<file path="config.mk">
export PLATFORM = sky130hd
export DESIGN_NAME = mem_access_ctrl
export DESIGN_NICKNAME = d
export VERILOG_FILES = /design/src/rtl/mem_access_ctrl.sv
export SDC_FILE = /design/constraint.sdc
export NUM_CORES = 1
export LEC_CHECK = 0
export CAP_MARGIN = 5
export CORE_MARGIN = 2
export CORE_UTILIZATION = 30
export CTS_CLUSTER_DIAMETER = 60
export DETAILED_ROUTE_END_ITERATION = 16
export HOLD_SLACK_MARGIN = 0.02
export PLACE_DENSITY = 0.68
export SKIP_LAST_GASP = 1
export SYNTH_ARGS = -nofsm -noshare
export SYNTH_HDL_FRONTEND = slang
export SYNTH_SLANG_ARGS = --single-unit
</file>
<file path="constraint.sdc">
create_clock -name clock -period 1.7 [get_ports clock]
set_input_delay 0.34 -clock clock [delete_from_list [all_inputs] [get_ports clock]]
set_output_delay 0.34 -clock clock [all_outputs]
set_load 0.03 [all_outputs]
</file>
<file path="src/rtl/mem_access_ctrl.sv">
// Single-request sequencer in front of data_memory: issues one read or write
// strobe per request, captures load data and returns a response.
//
// state    | meaning
// IDLE     | ready for a request
// ISSUE_RD | mem_read strobe high, address presented
// CAPTURE  | registered read data arrives from memory
// ISSUE_WR | mem_write strobe high, address and data presented
// RESP     | response held until rsp_ready
module mem_access_ctrl #(
  parameter int DATA_W    = 8,
  parameter int ADDR_W    = 5,
  parameter int MEM_DEPTH = 32,
  parameter int CNT_W     = 16
) (
  input  logic              clock,
  input  logic              clear_n,
  input  logic              req_valid,
  output logic              req_ready,
  input  logic              req_write,
  input  logic [ADDR_W-1:0] req_addr,
  input  logic [DATA_W-1:0] req_wdata,
  output logic              mem_read,
  output logic              mem_write,
  output logic [ADDR_W-1:0] mem_addr,
  output logic [DATA_W-1:0] mem_wdata,
  input  logic [DATA_W-1:0] mem_rdata,
  output logic              rsp_valid,
  input  logic              rsp_ready,
  output logic [DATA_W-1:0] rsp_data,
  output logic              rsp_write,
  output logic              rsp_err,
  output logic [CNT_W-1:0]  load_count,
  output logic [CNT_W-1:0]  store_count
);

  typedef enum logic [2:0] {
    IDLE     = 3'd0,
    ISSUE_RD = 3'd1,
    CAPTURE  = 3'd2,
    ISSUE_WR = 3'd3,
    RESP     = 3'd4
  } state_t;

  // One extra bit so MEM_DEPTH == 2**ADDR_W is representable.
  localparam logic [ADDR_W:0] DEPTH = (ADDR_W+1)'(MEM_DEPTH);

  state_t state;

  always_ff @(posedge clock or negedge clear_n) begin
    if (!clear_n) begin
      state       <= IDLE;
      req_ready   <= 1'b1;
      mem_read    <= 1'b0;
      mem_write   <= 1'b0;
      mem_addr    <= '0;
      mem_wdata   <= '0;
      rsp_valid   <= 1'b0;
      rsp_data    <= '0;
      rsp_write   <= 1'b0;
      rsp_err     <= 1'b0;
      load_count  <= '0;
      store_count <= '0;
    end else begin
      // Strobes and memory bus are single-cycle pulses; default them low.
      mem_read  <= 1'b0;
      mem_write <= 1'b0;
      mem_addr  <= '0;
      mem_wdata <= '0;
      case (state)
        IDLE: begin
          if (req_valid) begin
            req_ready <= 1'b0;
            rsp_write <= req_write;
            if ({1'b0, req_addr} >= DEPTH) begin
              rsp_err   <= 1'b1;
              rsp_data  <= '0;
              rsp_valid <= 1'b1;
              state     <= RESP;
            end else if (req_write) begin
              mem_write <= 1'b1;
              mem_addr  <= req_addr;
              mem_wdata <= req_wdata;
              state     <= ISSUE_WR;
            end else begin
              mem_read <= 1'b1;
              mem_addr <= req_addr;
              state    <= ISSUE_RD;
            end
          end
        end
        ISSUE_RD: state <= CAPTURE;
        CAPTURE: begin
          rsp_data  <= mem_rdata;
          rsp_valid <= 1'b1;
          state     <= RESP;
        end
        ISSUE_WR: begin
          rsp_data  <= mem_wdata;
          rsp_valid <= 1'b1;
          state     <= RESP;
        end
        RESP: begin
          if (rsp_ready) begin
            if (!rsp_err) begin
              if (rsp_write) begin
                if (store_count != '1) store_count <= store_count + 1'b1;
              end else begin
                if (load_count != '1) load_count <= load_count + 1'b1;
              end
            end
            rsp_valid <= 1'b0;
            rsp_data  <= '0;
            rsp_write <= 1'b0;
            rsp_err   <= 1'b0;
            req_ready <= 1'b1;
            state     <= IDLE;
          end
        end
        default: begin
          rsp_valid <= 1'b0;
          req_ready <= 1'b1;
          state     <= IDLE;
        end
      endcase
    end
  end

endmodule
</file>
==> Word-level counts from Yosys, hierarchy flattened <==
Index checks and enable logic that the tools add are counted.
W data, S select, Z words.
{ "classes": {"n_addsub": 2, "n_eq_ne": 8, "bitwise_logic": 3, "reduce_logical": 13, "muxes": 24} }
{ "op_table": {"columns": ["op", "count"], "rows": [
  ["$add A16 B1 Y16 const B", 2],
  ["$mux W8", 4],
  ["$ne A16 B16 Y1 const B", 2],
  ["$pmux W8 S3", 1],
  ["$pmux W3 S4", 1],
  ["$mux W1", 10],
  ["$mux W5", 2],
  ["$reduce_and A4 Y1", 2],
  ["$eq A3 B2 Y1 const B", 2],
  ["$mux W3", 2],
  ["$pmux W1 S3", 2],
  ["$reduce_and A2 Y1", 3],
  ["$reduce_and A3 Y1", 2],
  ["$ne A2 B2 Y1 const B", 2],
  ["$reduce_or A2 Y1", 2],
  ["$eq A3 B1 Y1 const B", 1],
  ["$eq A3 B3 Y1 const B", 1],
  ["$logic_not A3 Y1", 1],
  ["$not A1 Y1", 3],
  ["$reduce_bool A3 Y1", 1],
  ["$reduce_or A3 Y1", 1],
  ["$mux W2", 1],
  ["$pmux W1 S2", 1],
  ["$reduce_bool A2 Y1", 1]
]} }
{ "totals": {"wordCells": 61, "output_inout_bits": 59, "reg_bits": 61, "in_bits": 26} }

==> Depth between registers and ports, before layout <==
Gate-level depths: netlist of run 1.
{ "logic_depth": {"depth_word": 4, "depth_mapped": 6, "depth_no_buf": 5} }

==> Worst setup path before layout of run 1 <==
OpenSTA, ideal clock, no wires.
{ "synth_timing": {"kind": "register to register", "startpoint": "register store_count[0]", "endpoint": "register store_count[15]", "n_path_buf": 1, "path_stages_with_launch": 7, "arrival_ns": 1.812, "period_less_slack_ns": 1.892, "setup_ns": 0.080, "required_time_ns": 1.620, "slack_ns": -0.192, "cell_sequence": "dfrtp_1 ha_1 and4_1 and4bb_2 buf_2 nor4_1 xor2_1"} }
{ "synth_via": {"elab_chain_len": 2, "elab_cells_between_ends": 3, "cone_classes": "1 x add/sub; 1 x eq/ne; 1 x reduce/logical"} }
{ "synth_rtl": {"columns": ["item", "line", "text"], "rows": [
  ["start: declaration", "34", "output logic [CNT_W-1:0] store_count"],
  ["start signal: assignment", "107", "if (store_count != '1) store_count <= store_count + 1'b1;"],
  ["parallel branches: the longest is 2 deep, another holds $add A16 B1 Y16", null, null]
]} }
Several ways; the timed one is not identified.
A chain may end at the register's enable or synchronous reset.

==> Final worst setup path of run 1 <==
{ "layout_timing": {"startpoint": "register mem_addr[2]", "endpoint": "output port mem_addr[2]"} }
{ "layout_rtl": {"columns": ["item", "line", "text"], "rows": [
  ["start: declaration", "25", "output logic [ADDR_W-1:0] mem_addr,"],
  ["start signal: assignment", "82", "mem_addr <= req_addr;"],
  ["start signal: assignment", "87", "mem_addr <= req_addr;"]
]} }
No word-level cell between the ends.

==> results of run 1 <==
==> cell families after synthesis <==
kind of cell    Yosys count  share of synthesized area (%)
compound gates           23                          5.473
buf+inv                  11                          2.551
simple gates            107                          23.70
xor+xnor                 30                          9.740
flops                    61                          56.63
mux                       2                         0.8348
other cells               1                         0.1390
fa+ha+maj                 2                         0.9275
==> report_power, final <==
group | switching [uW] | leakage, uW | total, uW | internal [uW]
Clock | 630 | 0.0000918 | 1310 | 681
Sequential | 171 | 0.000814 | 1920 | 1750
Combinational | 1100 | 0.00127 | 1860 | 755
Total | 1900 | 0.00218 | 5090 | 3180
==> per-stage QoR <==
step	setup slack, ps	utilization, %	total power, uW	cells
floorplan	-19.13	-	3043	237
global placement	-279.3	45.18	3924	446
detailed placement	-371.6	45.18	3973	446
CTS	6.238	46.94	5138	463
global route	-18.74	47.27	5389	464
finish	29.85	47.27	5086	464
==> final cells by class <==
cell class	instances	area (um^2)	area share [%]
flip-flops and latches	61	1533	37.18
multi-input cells	166	1241	30.11
repair buffers	112	1011	24.52
well taps	108	135.1	3.278
clock buffers	9	123.9	3.005
clock inverters	7	75.07	1.821
inverters	1	3.754	0.09105
==> what timing repair did <==
action / CTS / global route
resized for setup: 55 / 4
endpoints found under the hold margin: 16 / 0
endpoints found under the setup margin: 58 / 14
pin swaps: 0 / 2
buffers inserted: 0 / 0
hold buffers: 1 / 0
cloned: 0 / 1
==> cell usage after synthesis, types with 3 or more instances <==
cell / instances
nor3_1: 13
nand3_1: 3
o21ai_0: 8
nor2_1: 8
nor3b_1: 3
a22oi_1: 8
nor4b_1: 3
nand2_1: 23
nor4_1: 9
dfrtp_1: 60
nand4_1: 10
nor4_2: 3
buf_6: 3
and3_1: 14
clkbuf_1: 5
and2_1: 7
a21oi_1: 3
xor2_1: 30
==> cells in the final DEF, fill, tap and decap left out, drive strengths merged <==
| cell type | netlist | routed |
|---|---|---|
| a21o | 2 | 2 |
| nor3 | 13 | 13 |
| xor2 | 30 | 30 |
| and3 | 14 | 14 |
| ha | 2 | 2 |
| dlygate4sd2 | 0 | 52 |
| and3b | 1 | 1 |
| clkinvlp | 0 | 3 |
| bufinv | 0 | 1 |
| nand2b | 1 | 1 |
| or2 | 1 | 1 |
| nand4 | 10 | 10 |
| and2 | 7 | 7 |
| clkdlybuf4s50 | 0 | 28 |
| inv | 1 | 2 |
| nor2b | 2 | 2 |
| dlygate4sd3 | 0 | 1 |
| nor4 | 12 | 12 |
| o21ai | 8 | 8 |
| clkinv | 0 | 2 |
| clkbuf | 5 | 9 |
| conb | 1 | 1 |
| nand2 | 24 | 24 |
| a22oi | 8 | 8 |
| nor2 | 8 | 8 |
| and4 | 2 | 2 |
| dfrtp | 60 | 60 |
| and4bb | 3 | 4 |
| nor3b | 3 | 3 |
| nand3 | 3 | 3 |
| dfstp | 1 | 1 |
| buf | 5 | 29 |
| mux2 | 2 | 2 |
| o22a | 1 | 1 |
| a21oi | 4 | 4 |
| nor4b | 3 | 3 |
| dlymetal6s2s | 0 | 2 |
==> registers in the layout, summed over array words and instances, names as in the netlist <==
signal	cells
mem_wdata	8
mem_read	1
store_count	16
rsp_data	8
mem_write	1
load_count	16
rsp_valid	1
req_ready	1
mem_addr	5
state	3
rsp_write	1
==> worst max path at each step <==
stage	slack, ps	cells after the start	end
after floorplan	-20	6	load_count[13]
after global placement	-280	4	rsp_data[7]
after detailed placement	-370	4	rsp_data[2]
after CTS	6	1	mem_write
after global routing	-20	6	load_count[9]
final	30	1	mem_addr[2]
==> per-layer routing <==
layer / share of wire, % / GRT usage (%)
met5: 0 / 0
met4: 1.1 / 4.110
met3: 5.4 / 4.468
met2: 48 / 22.92
met1: 45 / 18.74
==> out/qor.yml, run 1 <==
area_delta_synth_final_pct: 52.83
holdCritPathClass: "input pin to asynchronous set/reset pin"
diodes: 0
rsz0062_at_grt: "true"
slew_headroom_pct: 64.09
cp.arrival_ps: 1330
grt_max_degree: 45
routabilityCongestion: 0.7723
synth_top_area_share_pct: 55.66
cp_top_family: "buffers and inverters"
syn-num-nets: 265
synth_largest_area_cell: "dfrtp_1"
numCtsBuffers: 9
crit_required_ps: 1360
clkLatencyLatePin_ps: 340
start_util_pct: 30.93
htreeDepth: 3
r2r_end: "store_count[1]"
synth-warning-count: 0
crit_path_start: "mem_addr[2]"
io_pins: 85
drv_slew: 0
r2r_start: "store_count[1]"
max-clock-path-buffers: 2
layout-drive-gt1-share_pct: 21.63
grt_pass1_vias: 2235
crit_slowest_cell: "clkdlybuf4s50_1"
synth_edf_count: 0
die_x_um: 98.83
finalSetupViolations: 0
p_per_area_mw_per_mm2: 1234
fin_crit_sh_pct: 98.24
initialDrtViolationCount: 55
path_max_fanout: 1
grt_usage_pct: 14.31
postSynth.asyncResetShare_pct: 100.0
status: "finished clean"
rows: 34
ys_seq_elements: 61
cts_tree: "done"
hold_viol_final: 0
via_per_inst: 4.756
start_kind: "flip-flop"
nFillCells: 821
finalSetupTns_ps: 0
tightestPinTransition_ps: 538.0
port_buffers: 83
drv_cap: 0
ys_types: 36
die_y_um: 98.83
grt_overflow: 0
core_area_mm2: 0.008721
wirelength_um: 6663
stdcell_area_mm2: 0.004123
clk_transition_reported_paths_ps: 90
grt_pass1_wl_um: 11090
firstDrtPassIters: 4
max_freq_mhz: 598.7
wl_per_cell_um: 14.36
ys_seq_area_share_pct: 56.63
vdd_drop_max_uv: 577.1
max_stage_delay_ps: 670
finClkSkew_ps: 17.38
ys_top_cells_by_area: "dfrtp_1, xor2_1, and3_1"
rr_worst_depth: 5
crit_buf_inv: 1
cts.sinks: 61
mappedNetlistArea_mm2: 0.002698
hpwl_um: 4709
route.antenna.remaining_nets: 0
antenna_found_initial: 0
critPathKind: "flip-flop to output port"
whs_ps: 453.0
dieArea_mm2: 0.009766
vias: 2207
fin_nets: 379
period_minus_slack_ps: 1670
p_leak_uw: 0.002178
drc: 0
end_kind: "output port"
avgSynthCellArea_um2: 11.38
synthCells: 237
reg2reg_setup_slack_ps: 40
dpl_cell_area_mm2: 0.003940
root_buffer: "clkbuf_8"
ys.flop_type: "dfrtp_1"
path_cells: "clkdlybuf4s50_1"
Power figures use the tool's default switching activity.
==> run 2, diff against run 1 <==
GPL_ROUTABILITY_DRIVEN = 0   (was default)
MAX_ROUTING_LAYER = met4   (was default)
==> out/qor.yml, run 2 (same netlist as run 1, synthesis figures left out) <==
cp.depth: 1  # unchanged
area_delta_synth_final_pct: 52.83  # unchanged
p_per_area_mw_per_mm2: 1234  # about the same
root_buffer: "clkbuf_8"  # unchanged
rr_worst_depth: 5  # unchanged
via_per_inst: 4.772  # was 4.756
finalSetupViolations: 0  # unchanged
max_stage_delay_ps: 670  # about the same
status: "finished clean"  # unchanged
rows: 34  # unchanged
max-clock-path-buffers: 2  # unchanged
die_y_um: 98.83  # unchanged
final_common_cell: "dfrtp_1"  # unchanged
grt_max_degree: 45  # unchanged
slew_headroom_pct: 64.09  # about the same
path_max_fanout: 1  # unchanged
clk_transition_reported_paths_ps: 90  # about the same
crit_slowest_cell: "clkdlybuf4s50_1"  # unchanged
hold_viol_final: 0  # unchanged
route.antenna.remaining_nets: 0  # unchanged
antenna_found_initial: 0  # unchanged
end_kind: "output port"  # unchanged
postCtsSetupBuffers: 0  # unchanged
layout-drive-gt1-share_pct: 21.63  # unchanged
port_buffers: 83  # unchanged
cp.arrival_ps: 1330  # about the same
vdd_drop_max_uv: 577.1  # about the same
fin_crit_sh_pct: 98.32  # was 98.24%
finalSetupTns_ps: 0  # unchanged
path_cells: "clkdlybuf4s50_1"  # unchanged
rsz0062_at_grt: "true"  # unchanged
cts_tree: "done"  # unchanged
power.total_uw: 5087  # was 5086 uW
dieArea_mm2: 0.009766  # unchanged
hpwl_um: 4709  # unchanged
mostFrequentLayoutCells: "dfrtp_1, dlygate4sd2_1, xor2_1"  # unchanged
nFillCells: 821  # unchanged
firstDrtPassIters: 4  # unchanged
holdCritPathClass: "input pin to asynchronous set/reset pin"  # unchanged
placed_cells: 446  # unchanged
p_leak_uw: 0.002178  # unchanged
critPathKind: "flip-flop to output port"  # unchanged
reg.largest.list: "load_count (16), store_count (16)"  # unchanged
drv_slew: 0  # unchanged
start_util_pct: 30.93  # unchanged
dp_slack_ps: -371.6  # unchanged
crit_required_ps: 1360  # about the same
max_freq_mhz: 598.3  # was 598.7 MHz
initialDrtViolationCount: 50  # was 55
whs_ps: 451.7  # was 453.0 ps
grt_usage_pct: 14.74  # was 14.31%
numCtsBuffers: 9  # unchanged
tightestPinTransition_ps: 538.0  # about the same
grt_pass1_vias: 2232  # was 2235
finClkSkew_ps: 17.39  # was 17.38 ps
fin_nets: 379  # unchanged
diodes: 0  # unchanged
io_pins: 85  # unchanged
cts.sinks: 61  # unchanged
drc: 0  # unchanged
start_kind: "flip-flop"  # unchanged
core_area_mm2: 0.008721  # unchanged
die_x_um: 98.83  # unchanged
vias: 2214  # was 2207
fin_ws_ps: 28.51  # was 29.85 ps
grt_overflow: 0  # unchanged
htreeDepth: 3  # unchanged
period_minus_slack_ps: 1671  # was 1670 ps
wirelength_um: 6659  # was 6663 um
clkLatencyLatePin_ps: 350  # was 340 ps
wl_per_cell_um: 14.35  # was 14.36 um
drv_cap: 0  # unchanged
final_cells: 464  # unchanged
grt_pass1_wl_um: 11090  # unchanged
cp_top_family: "buffers and inverters"  # unchanged
crit_buf_inv: 1  # unchanged
## run 2: cell counts in the layout (fill, tap and decap cells not counted)
Identical to the previous run, type by type.
## run 2: layout make-up
| type | instances | area [um^2] | share of cell area, % |
|---|---|---|---|
| flip-flops and latches | 61 | 1533 | 37.18 |
| multi-input cells | 166 | 1241 | 30.11 |
| repair buffers | 112 | 1011 | 24.52 |
| well taps | 108 | 135.1 | 3.278 |
| clock buffers | 9 | 123.9 | 3.005 |
| clock inverters | 7 | 75.07 | 1.821 |
| inverters | 1 | 3.754 | 0.09105 |
## run 2: stage by stage
stage / cell area [um^2] / utilization, %
2_1_floorplan: 2815 / -
3_3_place_gp: 3940 / 45.18
3_5_place_dp: 3940 / 45.18
4_1_cts: 4094 / 46.94
5_1_grt: 4123 / 47.27
6_report: 4123 / 47.27
## run 2: report_power, final
group / switching [uW] / internal, uW
combinational: 1100 / 755
sequential: 171 / 1750
clock: 631 / 681
## run 2: path summary, 6_finish.rpt
path | startpoint | end | slack [ps]
min in group clock | rsp_data[5] | rsp_data[5] | 490
setup / recovery | mem_addr[2] | mem_addr[2] | 30
max in group asynchronous | clear_n | load_count[1] | 640
hold / removal | clear_n | rsp_data[6] | 450
hold reg to reg | rsp_data[5] | rsp_data[5] | 490
setup reg to reg | store_count[1] | store_count[1] | 30
## run 2: what timing repair did
action / CTS / global route
cloned: 0 / 1
hold buffers: 1 / 0
hold endpoints to repair: 16 / 0
gates resized for setup: 55 / 4
setup endpoints to repair: 58 / 14
pin swaps: 0 / 2
## run 2: layer usage
metal  routed length (um)  GRT usage, %
met1                 3022         18.83
met2                 3201         22.87
met3                  359         4.397
met4                   76         4.110
met5                    0             -
==> run 3, diff against run 2 <==
SKIP_LAST_GASP = default   (was 1)
==> out/qor.yml, run 3 (same netlist as run 1, synthesis figures left out) <==
status: "finished clean"  # unchanged
drv_slew: 0  # unchanged
drv_cap: 0  # unchanged
end_kind: "output port"  # unchanged
rows: 34  # unchanged
reg.largest.list: "load_count (16), store_count (16)"  # unchanged
diodes: 0  # unchanged
start_util_pct: 30.93  # unchanged
cts.sinks: 61  # unchanged
p_per_area_mw_per_mm2: 1234  # about the same
post-route-util_pct: 47.27  # unchanged
area_delta_synth_final_pct: 52.83  # unchanged
grt_usage_pct: 14.74  # unchanged
core_area_mm2: 0.008721  # unchanged
slew_headroom_pct: 64.49  # was 64.09%
holdCritPathClass: "input pin to asynchronous set/reset pin"  # unchanged
grt_pass1_wl_um: 11090  # unchanged
crit_path_start: "mem_addr[2]"  # unchanged
vdd_drop_max_uv: 576.6  # was 577.1 uV
postCtsSetupBuffers: 0  # unchanged
crit_required_ps: 1360  # about the same
root_buffer: "clkbuf_8"  # unchanged
via_per_inst: 4.778  # was 4.772
stdcell_area_mm2: 0.004123  # unchanged
fin_crit_sh_pct: 98.12  # was 98.32%
path_cells: "clkdlybuf4s50_1"  # unchanged
tightestPinTransition_ps: 532.1  # was 538.0 ps
max_stage_delay_ps: 670  # about the same
period_minus_slack_ps: 1668  # was 1671 ps
io_pins: 85  # unchanged
max_freq_mhz: 599.5  # was 598.3 MHz
finalSetupTns_ps: 0  # unchanged
critPathKind: "flip-flop to output port"  # unchanged
route.antenna.remaining_nets: 0  # unchanged
crit_slowest_cell: "clkdlybuf4s50_1"  # unchanged
dpl_cell_area_mm2: 0.003940  # unchanged
clkLatencyLatePin_ps: 350  # about the same
firstDrtPassIters: 4  # unchanged
cp.arrival_ps: 1330  # about the same
hold_viol_final: 0  # unchanged
dieArea_mm2: 0.009766  # unchanged
finClkSkew_ps: 17.57  # was 17.39 ps
rsz0062_at_grt: "true"  # unchanged
htreeDepth: 3  # unchanged
start_kind: "flip-flop"  # unchanged
hpwl_um: 4709  # unchanged
path_max_fanout: 1  # unchanged
r2r_start: "store_count[1]"  # unchanged
numCtsBuffers: 9  # unchanged
drc: 0  # unchanged
grt_overflow: 0  # unchanged
grt_pass1_vias: 2232  # unchanged
vias: 2217  # was 2214
port_buffers: 83  # unchanged
finalSetupViolations: 0  # unchanged
wirelength_um: 6659  # unchanged
die_x_um: 98.83  # unchanged
p_leak_uw: 0.002178  # unchanged
clk_transition_reported_paths_ps: 90  # about the same
max-clock-path-buffers: 2  # unchanged
cts_tree: "done"  # unchanged
layout-drive-gt1-share_pct: 21.63  # unchanged
mostFrequentLayoutCells: "dfrtp_1, dlygate4sd2_1, xor2_1"  # unchanged
cp_top_family: "buffers and inverters"  # unchanged
antenna_found_initial: 0  # unchanged
fin_nets: 379  # unchanged
grt_max_degree: 45  # unchanged
crit_buf_inv: 1  # unchanged
die_y_um: 98.83  # unchanged
initialDrtViolationCount: 54  # was 50
final_common_cell: "dfrtp_1"  # unchanged
wl_per_cell_um: 14.35  # unchanged
-- run 3: cell counts in the layout (fill, tap and decap cells not counted) --
Identical to the previous run, type by type.
-- run 3: per-layer routing --
metal  global-route usage, %  part of all wire, %  vias to the layer above  wire (um)
li1                        -                    -                     1075          -
met1                   18.83                   45                     1079       3024
met2                   22.87                   48                       56       3197
met3                   4.397                  5.4                        7        361
met4                   4.110                  1.1                        0         76
met5                       -                    0                        -          0
-- run 3: report_power, final --
part	switching, uW	internal [uW]	total (uW)	leakage (uW)
clock network	632	681	1310	0.0000918
registers	172	1750	1920	0.000814
logic	1100	755	1860	0.00127
total	1910	3180	5090	0.00218
-- run 3: timing repair --
action / in CTS / in global routing
endpoints found under the setup margin: 58 / 14
gates cloned: 0 / 1
resized for setup: 55 / 4
endpoints found under the hold margin: 16 / 0
pin swaps: 0 / 3
hold buffers: 1 / 0
-- run 3: final timing paths --
kind / slack, ps / end / depth (start not counted)
setup / recovery: 30 / mem_addr[2] / 1
setup reg to reg: 30 / store_count[1] / 5
max in group asynchronous: 640 / load_count[1] / 3
min in group clock: 480 / rsp_data[5] / 2
hold / removal: 450 / rsp_data[6] / 2
hold reg to reg: 480 / rsp_data[5] / 2
-- run 3: layout make-up --
class | instances | area (um^2)
timing repair buffer | 112 | 1011
multi-input combinational | 166 | 1241
clock inverter | 7 | 75.07
tap | 108 | 135.1
sequential | 61 | 1533
fill | 821 | 4598
inverter | 1 | 3.754
clock buffer | 9 | 123.9
-- run 3: per-stage QoR --
step	total power (uW)	cells	setup slack [ps]	hold slack, ps
4_1_cts	5138	463	6.238	467.1
5_1_grt	5389	464	-18.74	502.5
3_3_place_gp	3924	446	-279.3	295.7
3_5_place_dp	3973	446	-371.6	299.6
6_report	5088	464	31.98	452.2
2_1_floorplan	3043	237	-19.13	44.41
